$ cat src/rtl/mod_updown_counter.sv
// Synchronous modulo-N up/down counter with parallel load, terminal count and wrap reporting.
// Define MOD_UPDOWN_COUNTER_SATURATE_EN to make the counter saturate at its ends instead of wrapping.
module mod_updown_counter #(
  parameter int    WIDTH   = 3,
  parameter longint MODULUS = 8
) (
  input  logic             clk,
  input  logic             rst,
  input  logic             en,
  input  logic             up_dn,
  input  logic             load,
  input  logic [WIDTH-1:0] load_val,
  input  logic             clr_ovf,
  output logic [WIDTH-1:0] count,
  output logic             tc,
  output logic             wrap,
  output logic             ovf_sticky
);

  localparam logic [WIDTH-1:0] MAX_VAL = WIDTH'(MODULUS - 1);
  localparam logic [WIDTH-1:0] ONE     = WIDTH'(1);

  logic [WIDTH-1:0] next_count;
  logic             wrap_set;
  logic             at_max;
  logic             at_zero;

  assign at_max  = (count == MAX_VAL);
  assign at_zero = (count == '0);

  // The edge that wraps (or saturates) is exactly the edge tc predicts.
  assign tc = en & ~load & ((up_dn & at_max) | (~up_dn & at_zero));

  always_comb begin
    next_count = count;
    wrap_set   = 1'b0;
    if (load) begin
      next_count = (load_val > MAX_VAL) ? MAX_VAL : load_val;
    end else if (en) begin
      if (up_dn) begin
        if (at_max) begin
          wrap_set = 1'b1;
`ifdef MOD_UPDOWN_COUNTER_SATURATE_EN
          next_count = MAX_VAL;
`else
          next_count = '0;
`endif
        end else begin
          next_count = count + ONE;
        end
      end else begin
        if (at_zero) begin
          wrap_set = 1'b1;
`ifdef MOD_UPDOWN_COUNTER_SATURATE_EN
          next_count = '0;
`else
          next_count = MAX_VAL;
`endif
        end else begin
          next_count = count - ONE;
        end
      end
    end
  end

  // A new wrap beats a simultaneous clear so no overflow event is ever lost.
  always_ff @(posedge clk or posedge rst) begin
    if (rst) begin
      count      <= '0;
      wrap       <= 1'b0;
      ovf_sticky <= 1'b0;
    end else begin
      count <= next_count;
      wrap  <= wrap_set;
      if (wrap_set) begin
        ovf_sticky <= 1'b1;
      end else if (clr_ovf) begin
        ovf_sticky <= 1'b0;
      end
    end
  end

endmodule

$ cat config.mk
export PLATFORM = sky130hd
export DESIGN_NAME = mod_updown_counter
export DESIGN_NICKNAME = d
export VERILOG_FILES = /design/src/rtl/mod_updown_counter.sv
export SDC_FILE = /design/constraint.sdc
export NUM_CORES = 1
export LEC_CHECK = 0
export CORE_AREA = 10 10 47 49
export DETAILED_ROUTE_END_ITERATION = 10
export DIE_AREA = 0 0 57 59
export SLEW_MARGIN = 20
export SYNTH_ARGS = -nofsm -noshare
export SYNTH_HDL_FRONTEND = slang
export SYNTH_SLANG_ARGS = --single-unit
$ cat constraint.sdc
create_clock -name clk -period 1.4 [get_ports clk]
set_input_delay 0.28 -clock clk [delete_from_list [all_inputs] [get_ports clk]]
set_output_delay 0.28 -clock clk [all_outputs]
set_load 0.01 [all_outputs]
==> impl_table.tex <==
\begin{tabular}{lr}
\hline
Metric & Value \\
\hline
\multicolumn{2}{l}{\textbf{Power}} \\
\quad Power density relative to cell area & 843 nW/um\^{}2 \\
\quad IR drop worst, VDD & 0.311 mV \\
\quad Static leakage & 0.354 nW \\
\quad Sum of internal, switching and leakage power & 605 uW \\
\multicolumn{2}{l}{\textbf{Worst setup path}} \\
\quad Endpoint kind of the worst setup timing path & primary output \\
\quad Worst endpoint data arrival time & 1.53 ns \\
\quad Critical setup path kind & register to primary output \\
\quad CP Data Required Time & 1.12 ns \\
\quad FF-to-FF Start & count[1] \\
\quad Launching element type of the critical path & register \\
\quad Beginning of the critical path & count[1] \\
\quad Top fanout value on the critical path & 2 \\
\multicolumn{2}{l}{\textbf{STA}} \\
\quad Smallest hold slack & 0.231 ns \\
\quad Highest attainable clock frequency & 552 MHz \\
\quad Max-slew headroom & 0.831 \\
\quad Max Slew Vio Count & 0 \\
\quad Endpoints failing setup & 4 \\
\quad Unrepaired setup endpoints after global routing & yes \\
\quad Hold violation count in the final report & 0 \\
\quad Skew final & 0.00580 ns \\
\quad Final critical path time including I/O delays and setup & 1.81 ns \\
\quad Setup TNS & -0.560 ns \\
\quad Smallest setup slack after layout & -0.410 ns \\
\quad Final Cycle Share & 1.29 \\
\quad Transition time at the pin with the least slew margin & 0.252 ns \\
\multicolumn{2}{l}{\textbf{Global routing}} \\
\quad Gr usage total & 0.0764 \\
\quad Pin count of the biggest net entering global routing & 7 \\
\quad Number of antenna violations at the first check in global routing & 0 \\
\quad GRT Residual Overflow & 0 \\
\quad First-pass GRT wire length & 1950 um \\
\quad Via count of the first global-routing pass & 411 \\
\multicolumn{2}{l}{\textbf{Yosys}} \\
\quad Net count of the mapped netlist & 50 \\
\quad Post-synthesis instance area & 355 um\^{}2 \\
\quad Synth unique cells & 20 \\
\quad Synth Area per Inst & 9.60 um\^{}2 \\
\quad Total of flip-flops plus latches after synthesis & 5 \\
\quad Post-synthesis cell count & 37 \\
\quad Yosys warning total & 0 \\
\quad Share of synthesized area occupied by flip-flops and latches & 0.352 \\
\multicolumn{2}{l}{\textbf{Cells and area}} \\
\quad Area of the multi-input gates & 275 um\^{}2 \\
\quad Final layout net count & 83 \\
\quad Layout Cells excl Fill & 85 \\
\quad Layout Cell Area excl Fill & 717 um\^{}2 \\
\quad Fill cell instance count of the final layout & 147 \\
\quad Number of antenna repair diodes & 0 \\
\quad Final core utilization & 0.512 \\
\quad Area added between synthesis and finish & 102\% \\
\quad Area occupied by registers & 125 um\^{}2 \\
\quad Proportion of layout cells with a drive suffix above 1 & 0.507 \\
\multicolumn{2}{l}{\textbf{Clock network}} \\
\quad Clock-pin slew of the registers on the worst-case setup and hold paths & 0.05 ns \\
\quad Number of sinks driven by the clock tree & 5 \\
\quad CTS buffer count & 3 \\
\quad CTS H-Tree Depth & 1 \\
\quad Clock latency of the later-clocked register in the worst-skew pair & 0.25 ns \\
\quad TritonCTS clock tree & built \\
\quad Maximum clock insertion buffer count & 2 \\
\quad Buffer cell driving the clock tree root & sky130\_fd\_sc\_hd\_\_clkbuf\_4 \\
\quad Number of buffers added to fix hold violations after cts & 0 \\
\multicolumn{2}{l}{\textbf{Die}} \\
\quad Initial standard-cell utilization of the core & 0.254 \\
\quad Floorplan die area & 3360 um\^{}2 \\
\quad \# IOs & 15 \\
\quad Vert. Die Dim & 59 um \\
\quad Placement Rows & 14 \\
\quad Core footprint & 1400 um\^{}2 \\
\quad X dimension of the die & 57 um \\
\multicolumn{2}{l}{\textbf{Run status}} \\
\quad Failing checks & setup timing \\
\quad Result of the run & complete, but fails checks \\
\multicolumn{2}{l}{\textbf{Placed design}} \\
\quad Port bufs & 14 \\
\quad Half-perimeter wire length of the detailed placement result & 909 um \\
\quad Routability congestion estimate from global placement & 0.804 \\
\quad Standard cell area after detailed placement & 626 um\^{}2 \\
\quad Pre-CTS setup slack & -0.711 ns \\
\quad Cell count after placement & 80 \\
\multicolumn{2}{l}{\textbf{Job}} \\
\quad Maximum Capacitance Violations & 0 \\
\multicolumn{2}{l}{\textbf{Hold path}} \\
\quad Class of the most critical hold timing path & input pin to async pin \\
\multicolumn{2}{l}{\textbf{Drt}} \\
\quad Iter 0 DRT Violations & 3 \\
\quad Drt total wl & 1120 um \\
\quad DRC & 0 \\
\quad Count of TritonRoute iterations in the first routing pass & 4 \\
\quad Routed via count divided by cell count & 4.61 \\
\quad Antenna violation net count after detailed routing & 0 \\
\quad Vias & 392 \\
\quad Detail-routed net length per standard cell & 13.2 um \\
\hline
\end{tabular}
-- layout make-up --
class | count | share of cell area
clock buffer | 4 | 0.0366
tap | 16 | 0.0279
multi-input combinational | 27 | 0.384
timing repair buffer | 28 | 0.351
sequential | 5 | 0.175
inverter | 5 | 0.0262
-- cells by family after synthesis --
family,share of synthesized area
simple gates,0.208
flops,0.352
buf+inv,0.0528
fa+ha+maj,0.141
compound gates,0.247
-- power by group --
group	switching, mW	internal [mW]	total [mW]	leakage (nW)
logic	0.105	0.152	0.257	0.276
registers	0.0101	0.159	0.169	0.0636
clock network	0.0698	0.108	0.178	0.0150
total	0.185	0.420	0.605	0.354
-- cells in the final DEF, fill, tap and decap left out, types with 2 or more instances in the layout --
cell type	n
sky130_fd_sc_hd__clkbuf_4	3
sky130_fd_sc_hd__inv_1	3
sky130_fd_sc_hd__clkdlybuf4s50_1	8
sky130_fd_sc_hd__buf_6	3
sky130_fd_sc_hd__nand2_1	4
sky130_fd_sc_hd__dfrtp_1	5
sky130_fd_sc_hd__buf_4	12
sky130_fd_sc_hd__inv_2	2
sky130_fd_sc_hd__ha_4	2
sky130_fd_sc_hd__dlygate4sd2_1	4
-- metal layers --
layer  up-vias  share of wire  GRT usage  wire length [um]
met2        17           0.46      0.109               521
met3         6          0.078     0.0386                88
li1        194              -          -                 -
met5         -              0          0                 0
met1       175           0.41     0.0756               457
met4         0          0.051     0.0839                57
-- sequential cells by signal, indices dropped and copies added, names as in the netlist --
name / flops
wrap: 1
count: 3
ovf_sticky: 1
-- critical path, stage by stage (launching register included) --
cell,delay (ns)
sky130_fd_sc_hd__dfrtp_1,0.40
sky130_fd_sc_hd__inv_2,0.10
sky130_fd_sc_hd__ha_4,0.12
sky130_fd_sc_hd__or3b_4,0.39
sky130_fd_sc_hd__a21boi_4,0.15
sky130_fd_sc_hd__buf_6,0.12
-- cells in the mapped netlist, drive strengths merged --
master / number / share of area
or3: 1 / 0.018
o221ai: 1 / 0.025
nand2: 5 / 0.053
a21o: 1 / 0.021
o21ai: 2 / 0.028
nor3b: 1 / 0.021
dfrtp: 5 / 0.35
ha: 4 / 0.14
o31ai: 1 / 0.021
inv: 5 / 0.053
o311ai: 1 / 0.025
a31o: 1 / 0.025
a21boi: 2 / 0.074
and2b: 1 / 0.025
a21oi: 2 / 0.028
or3b: 1 / 0.032
nor2b: 2 / 0.042
nand2b: 1 / 0.018
-- path summary, 6_finish.rpt --
| kind | slack (ns) | depth (start not counted) | endpoint |
|---|---|---|---|
| max | -0.41 | 5 | tc |
| min | 0.23 | 2 | count[2] |
| max reg2reg | -0.07 | 7 | count[2] |
| min reg2reg | 0.48 | 1 | ovf_sticky |
| max in group asynchronous | 0.98 | 2 | count[0] |
| min in group clk | 0.48 | 1 | ovf_sticky |
-- what timing repair did --
action / CTS / global route
gates resized for setup: 21 / 5
buffers inserted: 2 / 0
endpoints found under the setup margin: 9 / 7
pin swaps: 7 / 5
Power figures use the tool's default switching activity.
